## config.mk

```make
export PLATFORM = sky130hd
export DESIGN_NAME = bus_datapath
export DESIGN_NICKNAME = d
export VERILOG_FILES = /design/src/rtl/bus_datapath.sv
export SDC_FILE = /design/constraint.sdc
export NUM_CORES = 1
export LEC_CHECK = 0
export ABC_AREA = 1
export BUFFER_PORTS_ARGS = -buffer_cell sky130_fd_sc_hd__buf_2
export CORE_ASPECT_RATIO = 0.9
export CORE_MARGIN = 5
export CORE_UTILIZATION = 40
export DETAILED_ROUTE_END_ITERATION = 8
export GPL_ROUTABILITY_DRIVEN = 0
export PLACE_DENSITY = 0.61
export SYNTH_ARGS = -nofsm -noshare
export SYNTH_HDL_FRONTEND = slang
export SYNTH_SLANG_ARGS = --single-unit
export TNS_END_PERCENT = 10
```

## constraint.sdc

```tcl
create_clock -name clk -period 4.9 [get_ports clk]
set_clock_uncertainty 0.05 [all_clocks]
set_input_delay 0.98 -clock clk [delete_from_list [all_inputs] [get_ports clk]]
set_output_delay 0.98 -clock clk [all_outputs]
set_load 0.05 [all_outputs]
```

## src/rtl/bus_datapath.sv

```systemverilog
// rtl/bus_datapath.sv - shared-bus datapath with ALU, PC, registers and memory-access FSM
// The control sequencer drives the strobes; this block owns the bus mux and the MAR/MDR/MFC handshake.
module bus_datapath #(
  parameter int WIDTH       = 16,
  parameter int NREGS       = 4,
  parameter int MEM_TIMEOUT = 15
) (
  input  logic             clk,
  input  logic             rst,
  input  logic [WIDTH-1:0] bus_in,
  input  logic [3:0]       bus_src,
  output logic [WIDTH-1:0] bus_out,
  output logic             src_err,
  input  logic [NREGS-1:0] reg_we,
  input  logic             alu_a_we,
  input  logic             alu_b_we,
  input  logic [2:0]       alu_op,
  input  logic             alu_out_we,
  output logic [3:0]       flags,
  input  logic             pc_load,
  input  logic             pc_inc,
  input  logic             mar_we,
  input  logic             mdr_we,
  input  logic             mem_start,
  input  logic             mem_rw,
  output logic             mem_busy,
  output logic             mem_done,
  output logic             mem_err,
  output logic             mem_en,
  output logic             mem_we,
  output logic [WIDTH-1:0] mem_addr,
  output logic [WIDTH-1:0] mem_wdata,
  input  logic [WIDTH-1:0] mem_rdata,
  input  logic             mem_mfc
);

  localparam int CW = (MEM_TIMEOUT < 2) ? 1 : $clog2(MEM_TIMEOUT);

  typedef enum logic [1:0] {
    S_IDLE,
    S_WAIT,
    S_DONE
  } state_t;

  logic [WIDTH-1:0] regs [NREGS];
  logic [WIDTH-1:0] a_q, b_q, alu_q, pc_q, mar_q, mdr_q;
  logic [3:0]       flags_q;

  state_t           state;
  logic             rw_q;
  logic [CW-1:0]    cnt;

  // Bus mux: register sources sit at 4..4+NREGS-1, anything above is an error.
  always_comb begin
    bus_out = '0;
    src_err = 1'b0;
    case (bus_src)
      4'd0: bus_out = bus_in;
      4'd1: bus_out = alu_q;
      4'd2: bus_out = pc_q;
      4'd3: bus_out = mdr_q;
      default: begin
        src_err = 1'b1;
        for (int i = 0; i < NREGS; i++) begin
          if (bus_src == 4'(4 + i)) begin
            bus_out = regs[i];
            src_err = 1'b0;
          end
        end
      end
    endcase
  end

  logic [WIDTH:0]   sum_ext, dif_ext;
  logic [WIDTH-1:0] alu_res;
  logic             alu_c, alu_v;

  assign sum_ext = {1'b0, a_q} + {1'b0, b_q};
  assign dif_ext = {1'b0, a_q} - {1'b0, b_q};

  always_comb begin
    alu_res = '0;
    alu_c   = 1'b0;
    alu_v   = 1'b0;
    case (alu_op)
      3'd0: begin
        alu_res = sum_ext[WIDTH-1:0];
        alu_c   = sum_ext[WIDTH];
        alu_v   = (a_q[WIDTH-1] == b_q[WIDTH-1]) && (alu_res[WIDTH-1] != a_q[WIDTH-1]);
      end
      3'd1: begin
        // The extra top bit of the difference is the borrow, i.e. A < B unsigned.
        alu_res = dif_ext[WIDTH-1:0];
        alu_c   = dif_ext[WIDTH];
        alu_v   = (a_q[WIDTH-1] != b_q[WIDTH-1]) && (alu_res[WIDTH-1] != a_q[WIDTH-1]);
      end
      3'd2: alu_res = a_q & b_q;
      3'd3: alu_res = a_q | b_q;
      3'd4: alu_res = a_q ^ b_q;
      3'd5: alu_res = ~a_q;
      3'd6: begin
        alu_res = {a_q[WIDTH-2:0], 1'b0};
        alu_c   = a_q[WIDTH-1];
      end
      default: begin
        alu_res = {1'b0, a_q[WIDTH-1:1]};
        alu_c   = a_q[0];
      end
    endcase
  end

  always_ff @(posedge clk) begin
    if (rst) begin
      for (int i = 0; i < NREGS; i++) regs[i] <= '0;
      a_q     <= '0;
      b_q     <= '0;
      alu_q   <= '0;
      flags_q <= '0;
      pc_q    <= '0;
    end else begin
      for (int i = 0; i < NREGS; i++) begin
        if (reg_we[i]) regs[i] <= bus_out;
      end
      if (alu_a_we) a_q <= bus_out;
      if (alu_b_we) b_q <= bus_out;
      if (alu_out_we) begin
        alu_q   <= alu_res;
        flags_q <= {(alu_res == '0), alu_res[WIDTH-1], alu_c, alu_v};
      end
      if (pc_load)     pc_q <= bus_out;
      else if (pc_inc) pc_q <= pc_q + 1'b1;
    end
  end

  // MAR/MDR are frozen during WAIT so the address and write data stay stable;
  // a completing read overrides any concurrent mdr_we.
  always_ff @(posedge clk) begin
    if (rst) begin
      mar_q <= '0;
      mdr_q <= '0;
    end else begin
      if (mar_we && state != S_WAIT) mar_q <= bus_out;
      if (state == S_WAIT && mem_mfc && rw_q) mdr_q <= mem_rdata;
      else if (mdr_we && state != S_WAIT) mdr_q <= bus_out;
    end
  end

  always_ff @(posedge clk) begin
    if (rst) begin
      state    <= S_IDLE;
      rw_q     <= 1'b0;
      cnt      <= '0;
      mem_en   <= 1'b0;
      mem_we   <= 1'b0;
      mem_busy <= 1'b0;
      mem_done <= 1'b0;
      mem_err  <= 1'b0;
    end else begin
      case (state)
        S_IDLE: begin
          mem_done <= 1'b0;
          if (mem_start) begin
            state    <= S_WAIT;
            rw_q     <= mem_rw;
            cnt      <= '0;
            mem_en   <= 1'b1;
            mem_we   <= !mem_rw;
            mem_busy <= 1'b1;
            mem_err  <= 1'b0;
          end
        end
        S_WAIT: begin
          if (mem_mfc) begin
            state    <= S_DONE;
            mem_en   <= 1'b0;
            mem_we   <= 1'b0;
            mem_busy <= 1'b0;
            mem_done <= 1'b1;
          end else if (cnt == CW'(MEM_TIMEOUT - 1)) begin
            state    <= S_IDLE;
            mem_en   <= 1'b0;
            mem_we   <= 1'b0;
            mem_busy <= 1'b0;
            mem_err  <= 1'b1;
          end else begin
            cnt <= cnt + 1'b1;
          end
        end
        default: begin
          state    <= S_IDLE;
          mem_done <= 1'b0;
        end
      endcase
    end
  end

  assign flags     = flags_q;
  assign mem_addr  = mar_q;
  assign mem_wdata = mdr_q;

endmodule

```

==> results.toml, run 1 <==
[clock_tree]
cts_resized = 0
cts_buffers = 17
clock_sinks = 174
cts_setup_buffers = 0
ctsHoldBuffers = 0
cts.path.max_buffers = 2
clk_pin_slew_worst_paths_ns = 0.07
htree_levels = 4
worstSkewPairLatency_ns = 0.43
cts_tree = "yes"
cts_root_buffer = "clkbuf_16"

[yosys]
ys_top_cells_by_area = "dfxtp_1, edfxtp_1, nand2_1"
async_flop_share_pct = 0
synth_cell_types = 46
netlist_area_sq_mm = 0.01091
syn_avg_cell_area_sq_um = 7.128
synth_cells = 1531
synth_top_family_by_area = "simple AND/OR/NAND/NOR gates"
yosys_warnings = 0
yosys.area.top_type = "dfxtp_1"
synth-compound-area-share_pct = 15.29
synth_edf_count = 64
synthFlopType = "dfxtp_1"
post-synth-top-area-fraction_pct = 20.18
synthXorXnorAreaFrac_pct = 0.7223
synth_fp_nets = 1642
synthSimpleGateAreaFrac_pct = 28.12
synth_fa_ha_area_share_pct = 6.558
ys_seq_elements = 174
yosys-mux-area-fraction_pct = 0
seq_area_frac_synth_pct = 37.79

[routing]
drc = 0
ant_nets = 0
drt_first_pass_iters = 7
avgViaCountPerCell = 5.415
drt-initial-drc-count = 1181
num_vias = 10660
routed_wirelength_um = 34250
routedWlPerCell_um = 17.40

[hold_path]
min_to = "flags[3]"
min_path_cells = 2
min_path_type = "register to register"
min_from = "flags[3]"

[critical_path]
r2r_slack_ns = 2.11
timing.rr.start = "a_q[2]"
r2r_cells = 17
cp_slowest_cell = "nor2_2"
crit_buf_inv = 4
path_cells = "buf_2, inv_1, nor2_2, nand2_1, inv_2, a221oi_1, nand2_1, buf_2"
cp_top_family = "simple AND/OR/NAND/NOR gates"
cp_data_required_time_ns = 3.87
crit_path_end_kind = "output pin"
cp-start-kind = "primary input"
worst_ep_arrival_time_ns = 2.83
path_max_fanout = 16
critical_path.max_stage_delay_ns = 0.49
criticalPathCategory = "primary input to output pin"
r2r_end = "flags[3]"

[timing]
rsz0062_at_grt = "no"
setup_violations = 0
setup_tns_ns = 0
max_freq_mhz = 259.0
tightest_slew_ns = 1.027
relSlewSlack_pct = 31.44
final_max_slew_viol_count = 0
fin_crit_ns = 3.861
fin_ws_ns = 1.039
finalHoldViolations = 0
period_share_pct = 78.80

[power_and_ir_drop]
p_comb_share_pct = 20.8
ir_drop_mv = 0.3055
p_clk_share_pct = 34.5
p_int_mw = 2.443
power_frac_seq_pct = 44.6
swShare_pct = 33.06
p_per_area_mw_per_mm2 = 299.4
p_leak_nw = 5.720
p_sw_mw = 1.207

[global_routing]
grt_max_degree = 52
grt_busiest_layer = "met1"
antenna_found_initial = 0
grt_pass1_vias = 9537
grt_use_total_pct = 21.51
met3_usage_pct = 3.315
grt_remaining_overflow = 0
use_met2_pct = 31.83
grt_pass1_wl_um = 53030
grtUsageMet1_pct = 32.94

[final_layout]
drive_gt1_share_pct = 13.62
antenna_cells = 0
syn_to_final_growth_pct = 11.69
finalNetCount = 1713

[die]
start_util_pct = 40.48
die_area_sq_mm = 0.03069
io_pins = 113
dieHeight_um = 166.7
rows = 57
core_sq_mm = 0.02696
die_w_um = 184.1

[placed_design]
dp_hpwl_um = 26360
dp_slack_ns = 1.097
port_buffers = 112

[job]
drv_cap = 0

[outcome]
status = "complete, no violations"
-- sequential cells by signal, summed over array words and instances (netlist names) --
signal and flops:
a_q 16, alu_q 15, b_q 16, cnt 4, flags 4, mem_addr 16
mem_done 1, mem_en 1, mem_err 1, mem_wdata 16, mem_we 1, pc_q 16
regs 64, rw_q 1, state 2
-- cell families (layout without fill, tap and decap cells) --
kind of cell,count (synthesis),after routing
AOI/OAI and AO/OA,273,273
xor gates and xnor gates,9,9
adders and majority gates,56,56
buffers and inverters,306,390
DFF,174,174
and+or+nand+nor,713,713
-- worst max path at each step --
stage	start	endpoint	slack, ns	cells after the start
after floorplan	bus_src[3]	bus_out[9]	1.75	6
after global placement	bus_src[2]	bus_out[14]	1.17	8
after detailed placement	bus_src[1]	bus_out[9]	1.10	7
after CTS	bus_src[2]	bus_out[9]	1.08	8
after global routing	bus_src[0]	bus_out[7]	0.90	8
final	bus_src[2]	bus_out[10]	1.04	8
-- area by class of cell --
class / count / area (sq um)
Clock buffer: 19 / 432.9
Multi-Input combinational cell: 1051 / 5545
Clock inverter: 13 / 103.9
Sequential cell: 174 / 4124
Tap cell: 354 / 442.9
Inverter: 231 / 867.1
Timing Repair Buffer: 127 / 673.1
Fill cell: 2790 / 14770
-- Yosys cell counts, drive strengths merged (13+ instances only) --
cell type  count
a21oi         83
dfxtp        110
clkbuf        36
o21ai         94
a31oi         20
nor2         162
nand2        339
a221oi        15
o2111a        14
nand4         17
buf           39
nor3          13
edfxtp        64
ha            54
nand3        170
inv          228
o22ai         17
-- layer usage --
layer	vias up	part of all wire, %
met2	479	43
met5	-	0
met4	0	1.5
met1	4949	47
met3	44	8.3
li1	5191	-
-- metrics by stage --
stage / instance area, sq um / power, mW / instances / hold slack, ns / utilization, %
floorplan: 10910 / 2.192 / 1531 / 0.3850 / -
finish: 12190 / 3.650 / 1969 / 0.4303 / 45.21
detailed placement: 11650 / 2.408 / 1937 / 0.4212 / 43.22
global route: 12190 / 3.821 / 1969 / 0.4615 / 45.21
CTS: 12190 / 3.655 / 1969 / 0.4321 / 45.21
global placement: 11650 / 2.404 / 1937 / 0.4157 / 43.22
-- worst reg2reg max path, cell delays in order, from the launching register on --
cell	delay, ns
dfxtp_1	0.45
inv_1	0.13
ha_1	0.46
inv_2	0.14
nand2_1	0.08
nand2_1	0.08
inv_1	0.05
nand2_1	0.12
nand3_1	0.11
nand2_1	0.14
nand3_1	0.15
nand2_1	0.13
nand2_1	0.06
nand3_1	0.06
nand2_1	0.09
a21oi_1	0.16
nand3_1	0.14
a21oi_2	0.13
-- power by group through the flow --
stage               combinational, mW  clock, mW  sequential (mW)
floorplan                       0.512          0             1.68
global placement                0.742          0             1.66
detailed placement              0.747          0             1.66
CTS                             0.752       1.27             1.63
global route                    0.835       1.35             1.64
finish                          0.760       1.26             1.63
-- cells in the final DEF, fill, tap and decap left out, types with 15 or more instances in the layout --
cell / Yosys / routed
o21ai_0: 80 / 80
buf_4: 13 / 15
nand2_1: 335 / 335
nand4_1: 17 / 17
a21oi_1: 78 / 78
a221oi_1: 15 / 15
ha_1: 54 / 54
nand3_1: 164 / 164
a31oi_1: 20 / 20
clkbuf_16: 0 / 17
o22ai_1: 17 / 17
dfxtp_1: 110 / 110
nor2_1: 149 / 146
inv_1: 202 / 202
edfxtp_1: 64 / 64
buf_2: 21 / 112
inv_2: 26 / 26
(Power assumes the default switching activity.)
==> run 2: changes to the inputs <==
clock period = 3.8 ns   (was 4.9 ns; I/O delays follow)
==> run 2 against run 1 <==
Against the previous run:
- sequential share of layout area fell by 0.41 points
- total power rose by 33%
- die area did not move
- final cell count rose by 0.56%
- via count rose by 0.81%
- worst setup slack got worse by 0.49 ns
- routed wire length rose by 1.3%
- global-route usage rose by 0.61 points
- critical path type unchanged
- critical endpoint is now bus_out[9]
==> results.toml, run 2 (synthesis results as in run 1) <==
[outcome]
status = "complete, no violations"

[critical_path]
r2r_end = "flags[3]"
timing.rr.start = "a_q[3]"
worst_ep_arrival_time_ns = 2.44
cp_data_required_time_ns = 2.99
r2r_slack_ns = 1.09
cp-start-kind = "primary input"
path_max_fanout = 11
criticalPathCategory = "primary input to output pin"
crit_path_end_kind = "output pin"
r2r_cells = 16

[timing]
final_max_slew_viol_count = 0
finalHoldViolations = 0
period_share_pct = 85.46
fin_crit_ns = 3.247
max_freq_mhz = 307.9
setup_tns_ns = 0
relSlewSlack_pct = 31.13
tightest_slew_ns = 1.032
setup_violations = 0
rsz0062_at_grt = "no"

[final_layout]
layout_common_cells = "nand2_1, inv_1, nand3_1"
fin_cells = 1980
drive_gt1_share_pct = 14.22
fill_cells = 2765
largest_reg_flops = 64
regMostFlops = "regs"
finalNetCount = 1723
final_core_util_pct = 45.77
syn_to_final_growth_pct = 13.07
mostFrequentLayoutCell = "nand2_1"
final_area_sq_mm = 0.01234

[global_routing]
grt_pass1_vias = 9753
antenna_found_initial = 1
grt_use_total_pct = 22.12
grt_pass1_wl_um = 54490
grt_remaining_overflow = 0
grt_max_degree = 71

[hold_path]
min_path_type = "register to register"
min_from = "mem_err"
min_to = "mem_err"
min_path_cells = 2

[routing]
drc = 0
drt-initial-drc-count = 1059
drt_first_pass_iters = 5
avgViaCountPerCell = 5.429
num_vias = 10750
routedWlPerCell_um = 17.53
ant_nets = 0
routed_wirelength_um = 34700

[die]
core_sq_mm = 0.02696
die_w_um = 184.1
rows = 57
io_pins = 113
dieHeight_um = 166.7
die_area_sq_mm = 0.03069
start_util_pct = 40.48

[power_and_ir_drop]
power_frac_seq_pct = 43.1
p_comb_share_pct = 20.5
ir_drop_mv = 0.3540
p_sw_mw = 1.579
totalPowerFinal_mw = 4.872
swShare_pct = 32.41
p_per_area_mw_per_mm2 = 394.9
p_leak_nw = 5.806
p_int_mw = 3.293
p_clk_share_pct = 36.5

[clock_tree]
cts_setup_buffers = 0
cts.path.max_buffers = 2
ctsHoldBuffers = 0
cts_buffers = 17
htree_levels = 4
cts_tree = "yes"
worstSkewPairLatency_ns = 0.44
cts_resized = 0
clk_pin_slew_worst_paths_ns = 0.07
cts_root_buffer = "clkbuf_16"
clock_sinks = 174

[job]
drv_cap = 0

[placed_design]
dpl_cell_area_sq_mm = 0.01175
dp_hpwl_um = 26390
dpl.cell_count = 1947
port_buffers = 112
-- run 2: critical path: stages --
cell,delay [ns]
buf_2,0.13
nor2_4,0.27
nand2_1,0.37
o2111a_1,0.35
nand2_1,0.23
buf_2,0.32
-- run 2: power by group through the flow --
stage               registers (mW)  logic [mW]  clock network [mW]
global route                  2.11        1.10                1.87
global placement              2.14       0.972                   0
floorplan                     2.17       0.660                   0
finish                        2.10       0.997                1.78
detailed placement            2.14       0.980                   0
CTS                           2.10       0.985                1.79
-- run 2: worst max-delay path by stage --
| stage | slack (ns) | from | to | depth (start not counted) |
|---|---|---|---|---|
| 2_1_floorplan | 1.09 | bus_src[3] | bus_out[9] | 6 |
| 3_5_place_dp | 0.56 | bus_src[3] | bus_out[9] | 6 |
| 6_report | 0.55 | bus_src[3] | bus_out[9] | 6 |
| 3_3_place_gp | 0.61 | bus_src[3] | bus_out[9] | 6 |
| 5_1_grt | 0.42 | bus_src[3] | bus_out[9] | 6 |
| 4_1_cts | 0.55 | bus_src[3] | bus_out[9] | 6 |
-- run 2: cell type report --
type                    count  area (sq um)  share of cell area, %
diodes                      1         2.502                0.02028
inverters                 231         867.1                  7.027
clock buffers              18         429.2                  3.478
clock inverters            14         155.1                  1.257
multi-input cells        1051          5545                  44.94
flip-flops and latches    174          4124                  33.42
well taps                 354         442.9                  3.590
repair buffers            137         773.2                  6.266
-- run 2: per-stage QoR --
step	hold slack [ns]	setup WS (ns)
finish	0.4358	0.5526
global route	0.4689	0.4238
CTS	0.4409	0.5465
detailed placement	0.4189	0.5553
global placement	0.4132	0.6143
floorplan	0.3850	1.085
-- run 2: per-layer routing --
| metal | GRT usage (%) | routed length [um] | vias up |
|---|---|---|---|
| met1 | 33.53 | 16240 | 4965 |
| met3 | 3.926 | 3024 | 66 |
| met4 | 5.368 | 638 | 0 |
| met2 | 32.56 | 14800 | 501 |
| li1 | - | - | 5217 |
| met5 | 0 | 0 | - |
==> run 3: changes to the inputs <==
ABC_AREA = 0   (was 1)
PLACE_DENSITY = 0.69   (was 0.61)
==> run 3 against run 2 <==
Against the previous run:
- synthesized cell count down 21%
- first-iteration DRC count up 0.38%
- via count down 9.2%
- die area down 2.8%
- worst setup slack worse by 0.42 ns
- combinational power down 0.9%
- final cell count down 15%
- non-clock buffer count up 39
- utilization up 1.7 points
- total power up 0.95%
- largest power group unchanged
==> results.toml, run 3 <==
[timing]
setup_violations = 0
final_max_slew_viol_count = 0
setup_tns_ns = 0
max_freq_mhz = 272.9
finalHoldViolations = 0
tightest_slew_ns = 0.8801
period_share_pct = 96.44
rsz0062_at_grt = "no"
fin_ws_ns = 0.1352
relSlewSlack_pct = 41.18
fin_crit_ns = 3.665

[global_routing]
grt_pass1_wl_um = 51000
grt_use_total_pct = 21.26
grt_remaining_overflow = 0
grt_pass1_vias = 9327
antenna_found_initial = 0
grt_max_degree = 79

[yosys]
synth-compound-area-share_pct = 19.24
yosys_warnings = 0
post-synth-top-area-fraction_pct = 20.79
yosys.area.top_type = "dfxtp_1"
synth_fp_nets = 1316
syn_avg_cell_area_sq_um = 8.791
synthTopCellsByCount = "nor2_1, dfxtp_1, inv_1"
synthSimpleGateAreaFrac_pct = 18.49
synth_edf_count = 64
ys_seq_elements = 174
synthXorXnorAreaFrac_pct = 1.736
synth_top_family_by_area = "compound AO/OA/AOI/OAI gates"
ys_top_cells_by_area = "dfxtp_1, edfxtp_1, nor2_1"
yosys-mux-area-fraction_pct = 8.965
synthFlopType = "dfxtp_1"
async_flop_share_pct = 0
netlist_area_sq_mm = 0.01059
synth_cells = 1205
synth_fa_ha_area_share_pct = 6.756
synth_cell_types = 75
seq_area_frac_synth_pct = 38.93
synth.most_common_cell = "nor2_1"

[routing]
met1_length_um = 14250
wl_met3_um = 3122
routedWlPerCell_um = 19.54
ant_nets = 0
routed_wirelength_um = 32720
num_vias = 9760
avgViaCountPerCell = 5.827
drt_first_pass_iters = 7
drt-initial-drc-count = 1063
drc = 0
dr_wl_met2_um = 14260
top_layer = "met4"

[final_layout]
fill_cells = 2501
largest_reg_flops = 64
antenna_cells = 0
regMostFlops = "regs"
finalNetCount = 1425
mostFrequentLayoutCell = "nor2_1"
drive_gt1_share_pct = 19.29
layout_common_cells = "nor2_1, buf_2, dfxtp_1"
multi_input_area_sq_mm = 0.005882
syn_to_final_growth_pct = 16.86
regArea_sq_mm = 0.004125

[clock_tree]
cts.path.max_buffers = 2
htree_levels = 4
cts_tree = "yes"
cts_root_buffer = "clkbuf_16"
cts_buffers = 17
clock_sinks = 174
clk_pin_slew_worst_paths_ns = 0.08
worstSkewPairLatency_ns = 0.43
ctsHoldBuffers = 0

[critical_path]
cp_slowest_cell = "or4_1"
cp_data_required_time_ns = 4.11
crit_buf_inv = 2
cp-start-kind = "register"
r2r_cells = 13
endpoint = "flags[3]"
criticalPathCategory = "register to register"
path_max_fanout = 3
cp_top_family = "simple AND/OR/NAND/NOR gates"
crit_cells = 13
worst_ep_arrival_time_ns = 3.97
crit_start = "a_q[0]"
r2r_slack_ns = 0.14
critical_path.max_stage_delay_ns = 0.55
path_cells = "inv_1, ha_1, inv_1, fa_2, nand2_1, o21ai_2, a2111oi_4, a21oi_2, or4_1, or3_4, or4_4, or4_1, o21ai_1"
timing.rr.start = "a_q[0]"
r2r_end = "flags[3]"
crit_path_end_kind = "register"

[power_and_ir_drop]
p_clk_share_pct = 37.4
totalPowerFinal_mw = 4.918
swShare_pct = 31.16
power_frac_seq_pct = 42.5
ir_drop_mv = 0.2989
p_sw_mw = 1.533
p_leak_nw = 5.109
p_per_area_mw_per_mm2 = 397.4
p_int_mw = 3.386
p_comb_share_pct = 20.1

[placed_design]
dp_slack_ns = 0.06212
port_buffers = 112
dp_hpwl_um = 23970

[die]
dieHeight_um = 164.4
core_sq_mm = 0.02607
die_area_sq_mm = 0.02984
die_w_um = 181.5
start_util_pct = 40.64
rows = 56
io_pins = 113

[job]
drv_cap = 0

[hold_path]
min_from = "rw_q"
min_path_type = "register to register"

[outcome]
status = "complete, no violations"
==> run 3: changes by cell type after synthesis, sizes merged, moves of 51 or more <==
cell / change
mux2i: +51
o21ai: -51
inv: -160
nor2: +92
nand3: -153
nand2: -290
==> run 3: power by group through the flow <==
stage          combinational, mW  sequential [mW]  clock [mW]
2_1_floorplan              0.608             2.17           0
3_3_place_gp               0.956             2.13           0
3_5_place_dp               0.967             2.13           0
4_1_cts                    0.972             2.09        1.87
5_1_grt                     1.07             2.10        1.95
6_report                   0.988             2.09        1.84
==> run 3: layout make-up <==
cell class	instances	area share (%)
Clock inverter	15	1.607
Timing Repair Buffer	176	8.531
Inverter	68	2.062
Clock buffer	17	3.437
Tap cell	348	3.518
Sequential cell	174	33.33
Multi-Input combinational cell	877	47.52
==> run 3: worst min path at each step <==
stage,end,slack (ns),cells past startpoint
final,rw_q,0.41,2
after global routing,rw_q,0.42,2
after CTS,rw_q,0.41,2
after detailed placement,rw_q,0.40,2
after global placement,rw_q,0.40,2
after floorplan,rw_q,0.39,2
==> run 3: through the flow <==
stage | hold WS (ns) | cells | utilization [%] | instance area (sq um)
finish | 0.4057 | 1675 | 47.49 | 12380
detailed placement | 0.3965 | 1643 | 45.00 | 11730
global route | 0.4235 | 1675 | 47.49 | 12380
floorplan | 0.3866 | 1205 | - | 10590
global placement | 0.3961 | 1643 | 45.00 | 11730
CTS | 0.4069 | 1675 | 47.39 | 12350
==> run 3: worst min-delay path, cell delays in order, from the launching register on <==
cell and delay, ns:
dfxtp_1 0.31, nand2_1 0.05, a21oi_1 0.05
==> run 3: what timing repair did <==
| item | in CTS | in global routing |
|---|---|---|
| resized for setup | 0 | 9 |
| setup buffers | 0 | 0 |
| setup endpoints to repair | 0 | 2 |
==> run 3: cells by family after synthesis <==
logic type      count (synthesis)
simple gates                  434
compound gates                294
flops                         174
buf+inv                       154
mux                            72
fa+ha+maj                      56
xor+xnor                       21
==> run 3: routing by layer <==
layer | track usage [%] | vias up
met4 | 7.299 | 0
met5 | 0 | -
met1 | 29.09 | 4624
li1 | - | 4555
met3 | 5.109 | 81
met2 | 33.23 | 500
